===== src/rtl/fact_seq_ctrl_if.sv =====
// Request/response bundle between a requester and the factorial sequencer.
// The master raises go with an operand n; the slave reports busy, a one-cycle
// done pulse, and the held result with its overflow flag.
interface fact_seq_ctrl_if #(
  parameter int DATA_W = 4,
  parameter int RES_W  = 32
);
  logic              go;
  logic [DATA_W-1:0] n;
  logic              busy;
  logic              done;
  logic [RES_W-1:0]  result;
  logic              err;

  modport master (
    output go,
    output n,
    input  busy,
    input  done,
    input  result,
    input  err
  );

  modport slave (
    input  go,
    input  n,
    output busy,
    output done,
    output result,
    output err
  );
endinterface


===== src/rtl/fact_seq_ctrl.sv =====
// Factorial sequencing engine: loadable down-counter plus product register,
// stepped by an IDLE/RUN/DONE state machine. result is n! truncated to RES_W.
// Optional macro FACT_OVF_CHECK_EN: multiplies are formed at 2*RES_W bits and
// any nonzero upper half sets a sticky overflow reported on err; without it
// err is constant 0 and no wide multiplier exists.
module fact_seq_ctrl #(
  parameter int DATA_W = 4,
  parameter int RES_W  = 32
) (
  input  logic               clk,
  input  logic               rst,
  fact_seq_ctrl_if.slave     bus
);

  typedef enum logic [1:0] {
    ST_IDLE = 2'd0,
    ST_RUN  = 2'd1,
    ST_DONE = 2'd2
  } state_e;

  state_e            state_r;
  state_e            state_nxt_s;
  logic [DATA_W-1:0] cnt_r;
  logic [RES_W-1:0]  prod_r;
  logic [RES_W-1:0]  result_r;
  logic              done_r;
  logic              cnt_le1_s;
  logic [RES_W-1:0]  cnt_ext_s;
  logic [RES_W-1:0]  prod_nxt_s;

  assign cnt_le1_s = (cnt_r <= DATA_W'(1));
  assign cnt_ext_s = RES_W'(cnt_r);

`ifdef FACT_OVF_CHECK_EN
  logic [2*RES_W-1:0] wide_s;
  logic               step_ovf_s;
  logic               ovf_r;
  logic               err_r;

  assign wide_s     = {{RES_W{1'b0}}, prod_r} * {{RES_W{1'b0}}, cnt_ext_s};
  assign prod_nxt_s = wide_s[RES_W-1:0];
  assign step_ovf_s = |wide_s[2*RES_W-1:RES_W];
  assign bus.err    = err_r;
`else
  assign prod_nxt_s = prod_r * cnt_ext_s;
  assign bus.err    = 1'b0;
`endif

  assign bus.busy   = (state_r != ST_IDLE);
  assign bus.done   = done_r;
  assign bus.result = result_r;

  // State register; reset aborts any computation in flight.
  always_ff @(posedge clk or posedge rst) begin
    if (rst) begin
      state_r <= ST_IDLE;
    end else begin
      state_r <= state_nxt_s;
    end
  end

  // Next-state decode; go is only looked at while idle, so it is never queued.
  always_comb begin
    state_nxt_s = state_r;
    case (state_r)
      ST_IDLE: begin
        if (bus.go) begin
          state_nxt_s = ST_RUN;
        end else begin
          state_nxt_s = ST_IDLE;
        end
      end
      ST_RUN: begin
        if (cnt_le1_s) begin
          state_nxt_s = ST_DONE;
        end else begin
          state_nxt_s = ST_RUN;
        end
      end
      ST_DONE: state_nxt_s = ST_IDLE;
      default: state_nxt_s = ST_IDLE;
    endcase
  end

  // Counter, product and published result; done is registered so it is high
  // exactly while the machine sits in DONE.
  always_ff @(posedge clk or posedge rst) begin
    if (rst) begin
      cnt_r    <= {DATA_W{1'b0}};
      prod_r   <= {RES_W{1'b0}};
      result_r <= {RES_W{1'b0}};
      done_r   <= 1'b0;
`ifdef FACT_OVF_CHECK_EN
      ovf_r    <= 1'b0;
      err_r    <= 1'b0;
`endif
    end else begin
      done_r <= (state_nxt_s == ST_DONE);
      case (state_r)
        ST_IDLE: begin
          if (bus.go) begin
            cnt_r  <= bus.n;
            prod_r <= RES_W'(1);
`ifdef FACT_OVF_CHECK_EN
            ovf_r  <= 1'b0;
`endif
          end
        end
        ST_RUN: begin
          if (cnt_le1_s) begin
            result_r <= prod_r;
`ifdef FACT_OVF_CHECK_EN
            err_r    <= ovf_r;
`endif
          end else begin
            prod_r <= prod_nxt_s;
            cnt_r  <= cnt_r - DATA_W'(1);
`ifdef FACT_OVF_CHECK_EN
            ovf_r  <= ovf_r | step_ovf_s;
`endif
          end
        end
        default: begin
        end
      endcase
    end
  end

endmodule


===== src/flat_wrapper.sv =====
// flat-port wrapper written by rule: the top's interface ports become plain ports
module fact_seq_ctrl_flat 
#(
  parameter int DATA_W = 4,
  parameter int RES_W  = 32
)
  (clk, rst, bus_go, bus_n, bus_busy, bus_done, bus_result, bus_err);
  fact_seq_ctrl_if #(.DATA_W(DATA_W), .RES_W(RES_W)) bus_i ();
  input  logic clk;
  input  logic rst;
  input wire logic [$bits(bus_i.go)-1:0] bus_go;
  input wire logic [$bits(bus_i.n)-1:0] bus_n;
  output wire logic [$bits(bus_i.busy)-1:0] bus_busy;
  output wire logic [$bits(bus_i.done)-1:0] bus_done;
  output wire logic [$bits(bus_i.result)-1:0] bus_result;
  output wire logic [$bits(bus_i.err)-1:0] bus_err;
  assign bus_i.go = bus_go;
  assign bus_i.n = bus_n;
  assign bus_busy = bus_i.busy;
  assign bus_done = bus_i.done;
  assign bus_result = bus_i.result;
  assign bus_err = bus_i.err;
  fact_seq_ctrl #(.DATA_W(DATA_W), .RES_W(RES_W)) u_core (.clk(clk), .rst(rst), .bus(bus_i));
endmodule

===== config.mk =====
export PLATFORM = sky130hd
export DESIGN_NAME = fact_seq_ctrl_flat
export DESIGN_NICKNAME = d
export VERILOG_FILES = /design/src/rtl/fact_seq_ctrl_if.sv /design/src/rtl/fact_seq_ctrl.sv /design/src/flat_wrapper.sv
export SDC_FILE = /design/constraint.sdc
export NUM_CORES = 1
export LEC_CHECK = 0
export CAP_MARGIN = 0
export CORE_UTILIZATION = 65
export CTS_CLUSTER_SIZE = 8
export DETAILED_ROUTE_END_ITERATION = 12
export PLACE_DENSITY = 0.86
export SLEW_MARGIN = 40
export SYNTH_ARGS = -nofsm -noshare
export SYNTH_HDL_FRONTEND = slang
export SYNTH_SLANG_ARGS = --single-unit

===== constraint.sdc =====
create_clock -name clk -period 7 [get_ports clk]
set_clock_uncertainty 0.15 [all_clocks]
set_input_delay 2.1 -clock clk [delete_from_list [all_inputs] [get_ports clk]]
set_output_delay 2.1 -clock clk [all_outputs]
set_load 0.05 [all_outputs]

; Word level (Yosys, flattened, before mapping)
; Cells that the tools add are included.
[classes]
n_addsub = 1
n_mul = 1
n_div = 0
n_lt_le_gt_ge = 1
n_eq_ne = 4
n_shift = 0
muxes = 9
bitwise = 0
n_reduce_logical = 5
[ops]
columns = op, count
row1 = $mux W32, 2
row2 = $pmux W32 S2, 1
row3 = $mul A32 B4 Y32, 1
row4 = $mux W4, 2
row5 = $pmux W4 S2, 1
row6 = $le A4 B1 Y1 const B, 1
row7 = $ne A2 B2 Y1 const B, 2
row8 = $pmux W2 S2, 1
row9 = $reduce_bool A2 Y1, 2
row10 = $sub A4 B1 Y4 const B, 1
row11 = $reduce_and A3 Y1, 1
row12 = $eq A2 B1 Y1 const B, 1
row13 = $eq A2 B2 Y1 const B, 1
row14 = $logic_not A2 Y1, 1
row15 = $mux W2, 1
row16 = $reduce_and A2 Y1, 1
row17 = $mux W1, 1
[word_totals]
ff_bits = 71
latch_bits = 0
ramBits = 0
mem_bits_ro = 0
out_inout_bits = 35
wordCells = 26
n_memories = 0

; Logic depth before layout (Yosys ltp)
[logic_depth]
word_depth = 4
mapped_depth = 16

; Least setup slack after synthesis
; Ideal clock, no wire load.
[synth_timing]
kind = reg2reg
from = register u_core.cnt_r[3]
to = register u_core.prod_r[28]
t_arrival_ns = 3.707
required_time_ns = 6.727
path_slack_ns = 3.019
stages_incl_launch_ff = 16
path_buffers = 2
synth_period_minus_slack_ns = 3.981
path_cell_list = dfrtp_1 clkbuf_1 clkbuf_1 and2_1 fa_1 inv_1 fa_1 inv_1 ha_1 nand2_2 or3_4 a2111oi_4 o41ai_2 o2bb2ai_2 xnor2_1 o21ai_1
[synth_via]
elab_chain_len = 3
[synth_rtl]
columns = item, line_no
row1 = from (decl), fact_seq_ctrl.sv:23  ; logic [DATA_W-1:0] cnt_r;
row2 = from (signal assigned), fact_seq_ctrl.sv:89  ; cnt_r <= {DATA_W{1'b0}};
row3 = from (signal assigned), fact_seq_ctrl.sv:102  ; cnt_r <= bus.n;
row4 = from (signal assigned), fact_seq_ctrl.sv:117  ; cnt_r <= cnt_r - DATA_W'(1);
row5 = $mul A32 B4 Y32 or $le A4 B1 Y1 (tied branches), "fact_seq_ctrl.sv:45, fact_seq_ctrl.sv:31"
row6 = $mux W32 or $ne A2 B2 Y1 (tied branches), -
row7 = $pmux W32 S2 or $reduce_and A3 Y1 (tied branches), -
row8 = to (signal assigned), fact_seq_ctrl.sv:90  ; prod_r <= {RES_W{1'b0}};
row9 = to (signal assigned), fact_seq_ctrl.sv:116  ; prod_r <= prod_nxt_s;
row10 = to (decl), fact_seq_ctrl.sv:24  ; logic [RES_W-1:0] prod_r;
; Several ways; a longest one is shown, not always the timed one. The select of a mux whose other input is x is not followed.
; A chain may end at the register's enable or synchronous reset.

; Worst setup path in the final report
[layout_timing]
from = register u_core.cnt_r[3]
to = register u_core.prod_r[20]
; Same word-level chain as after synthesis.

==> results_dict.tcl <==
set metrics [dict create \
    hold_violations 0 \
    p_per_area_nw_per_um2 482 \
    synth_compound_area_share_pct 12.3 \
    fin_crit_sh_pct 62.0 \
    cp_data_required_time_ns 7.08 \
    ys_ff_latch 71 \
    netlist_area_sq_um 6760 \
    tightestPinTransition_ns 0.815 \
    status "finished, final reports clean" \
    fin_cells 913 \
    min_path_type "reg -> reg" \
    routabilityCongestion 0.896 \
    clk_pin_slew_ns 0.08 \
    crit_path_max_fanout 32 \
    drcViolationCount 0 \
    drt-total-wl_um 15400 \
    synth-main-ff-cell "dfrtp_1" \
    synth_most_common_cell "inv_1" \
    cts_tree "done" \
    die-area_sq_um 10800 \
    place.port_buffers 40 \
    worstHoldStart "u_core.bus.result[16]$_DFFE_PP0P_" \
    gr-total-overflow 0 \
    via_count 5424 \
    synth_top_area_share_pct 26.3 \
    antenna_found_initial 0 \
    worst-setup-path-type "reg -> reg" \
    placedCellCount 897 \
    numClockSinks 71 \
    synth_warnings 0 \
    tns_ns 0 \
    slew_violations 0 \
    avgSynthCellArea_sq_um 8.95 \
    utilization_pct 74.8 \
    ant_nets 0 \
    worstPathArrival_ns 4.42 \
    synth_top_family_by_area "adder cells" \
    hold_slack_ns 0.353 \
    grt_pass1_wl_um 26600 \
    cts-root-buf "clkbuf_8" \
    syn-num-nets 853 \
    rsz0062_at_grt "false" \
    drive_gt1_share_pct 8.85 \
    nets 873 \
    diodes 0 \
    fmax_mhz 231 \
    post-synth-top-area-cell "dfrtp_1" \
    regToRegStartpoint "u_core.cnt_r[3]$_DFFE_PP0P_" \
    synth-edff-count 0 \
    area_growth_pct 9.78 \
    r2r_setup_slack_ns 2.66 \
    regToRegEndpoint "u_core.prod_r[20]$_DFFE_PP0P_" \
    clockBufferDepth 2 \
    holdPathStages 1 \
    yosys.area_share.simple_pct 19.3 \
    min_period_ns 4.34 \
    worstHoldEndpoint "u_core.bus.result[16]$_DFFE_PP0P_" \
    htree_levels 3 \
    grt_usage_pct 30.9 \
    fp.dieW_um 104 \
    ir_worst_vdd_uv 347 \
    io_pins 42 \
    rows 36 \
    synthAdderAreaFrac_pct 23.2 \
    wl_per_cell_um 16.9 \
    clk_latency_ns 0.38 \
    synth.area.mux_share_pct 5.63 \
    synth-xor-area-share_pct 3.89 \
    finalSetupViolCount 0 \
    endpoint_kind "register" \
    r2r_cells 12 \
    dpl.hpwl_um 11000 \
    syn-instance-count 755 \
    hold_buffers 0 \
    cts_resized 0 \
    grt_pass1_vias 5559 \
    p_leak_nw 3.61 \
    ys_async_sr_fraction_pct 100 \
    cts_setup_buffers 0 \
    initial_utilization_pct 68.2 \
    grt_max_degree 50 \
    synthTopCellsByCount "123 x inv_1, 88 x and2_1, 75 x nand2_1" \
    firstDrtPassIters 5 \
    cp-start-kind "register" \
    numCtsBuffers 9 \
    max_slew_margin_pct 45.5 \
    vias_per_cell 5.94 \
    die_y_um 104 \
    yosysUniqueCellTypes 62 \
    coreArea_sq_um 9910 \
    drv_cap 0 \
    drt_iter0_markers 243 \
    synth-seq-area-share_pct 26.3 \
    synthTopCellsByArea "dfrtp_1 26%, fa_1 17%, and2_1 8.1%" \
]
-- registers in the layout (all words and copies together), names as in the netlist --
| register | count |
|---|---|
| u_core.prod_r | 32 |
| u_core.bus.result | 32 |
| u_core.cnt_r | 4 |
| u_core.bus.done | 1 |
| u_core.state_r | 2 |
-- worst max-delay path by stage --
stage / from / to / slack (ns) / depth (start not counted)
after floorplan: rst / u_core.bus.done$_DFF_PP0_ / 2.95 / 1
after global placement: u_core.cnt_r[3]$_DFFE_PP0P_ / u_core.prod_r[30]$_DFFE_PP0P_ / 2.57 / 12
after detailed placement: u_core.cnt_r[3]$_DFFE_PP0P_ / u_core.prod_r[30]$_DFFE_PP0P_ / 2.37 / 12
after CTS: u_core.cnt_r[3]$_DFFE_PP0P_ / u_core.prod_r[30]$_DFFE_PP0P_ / 2.31 / 12
after global routing: u_core.cnt_r[3]$_DFFE_PP0P_ / u_core.prod_r[30]$_DFFE_PP0P_ / 2.47 / 12
final: u_core.cnt_r[3]$_DFFE_PP0P_ / u_core.prod_r[20]$_DFFE_PP0P_ / 2.66 / 12
-- area by class of cell --
class | instances | area [sq um]
well taps | 133 | 166
flip-flops and latches | 71 | 1780
clock inverters | 3 | 65.1
fillers | 707 | 2490
clock buffers | 13 | 159
inverters | 124 | 467
repair buffers | 43 | 423
multi-input cells | 526 | 4360
-- power by group --
group / internal, mW / switching [mW] / leakage (nW) / total [mW]
Combinational: 0.882 / 1.52 / 2.57 / 2.40
Sequential: 0.571 / 0.212 / 0.920 / 0.784
Clock: 0.220 / 0.172 / 0.114 / 0.392
-- worst max-delay path, cell delays in order (launching register included) --
cell,delay [ns]
dfrtp_2,0.73
nand2_1,0.16
fa_1,0.53
fa_1,0.56
inv_1,0.09
fa_1,0.46
a21o_1,0.22
a221oi_4,0.40
nor3_2,0.10
or3_1,0.37
a2bb2oi_1,0.18
xnor2_1,0.16
o21ai_1,0.07
-- placed cells by master, fill, tap and decap left out, types with 18 or more instances in the layout --
master           count
a21oi_1             32
and2_1              88
clkdlybuf4s50_1     40
dfrtp_1             68
fa_1                57
ha_1                34
inv_1              122
mux2_2              32
nand2_1             75
nand3_1             20
o21ai_0             18
o21ai_1             26
xnor2_1             21
-- metal layers --
metal	vias to the layer above	share of wire [%]	track usage (%)	wire length (um)
li1	2480	-	-	-
met1	2722	41	39.4	6370
met2	184	50	52.2	7700
met3	38	6.1	5.08	942
met4	0	2.8	12.8	432
met5	-	0	0	0
-- cells by family (layout without fill, tap and decap cells) --
logic type / after synthesis / count (layout)
other: 1 / 1
DFF: 71 / 71
xor gates and xnor gates: 30 / 30
buffers and inverters: 158 / 183
AOI/OAI and AO/OA: 124 / 124
adders and majority gates: 91 / 91
and+or+nand+nor: 246 / 246
muxes: 34 / 34
-- per-stage QoR --
stage               cell area (sq um)  power [mW]  setup slack (ns)
detailed placement               7190        3.15              2.37
finish                           7420        3.58              2.66
global route                     7420        3.86              2.47
floorplan                        6760        2.59              2.95
global placement                 7180        3.04              2.57
CTS                              7410        3.56              2.31
Note: power is estimated with default switching activity, not from simulation.
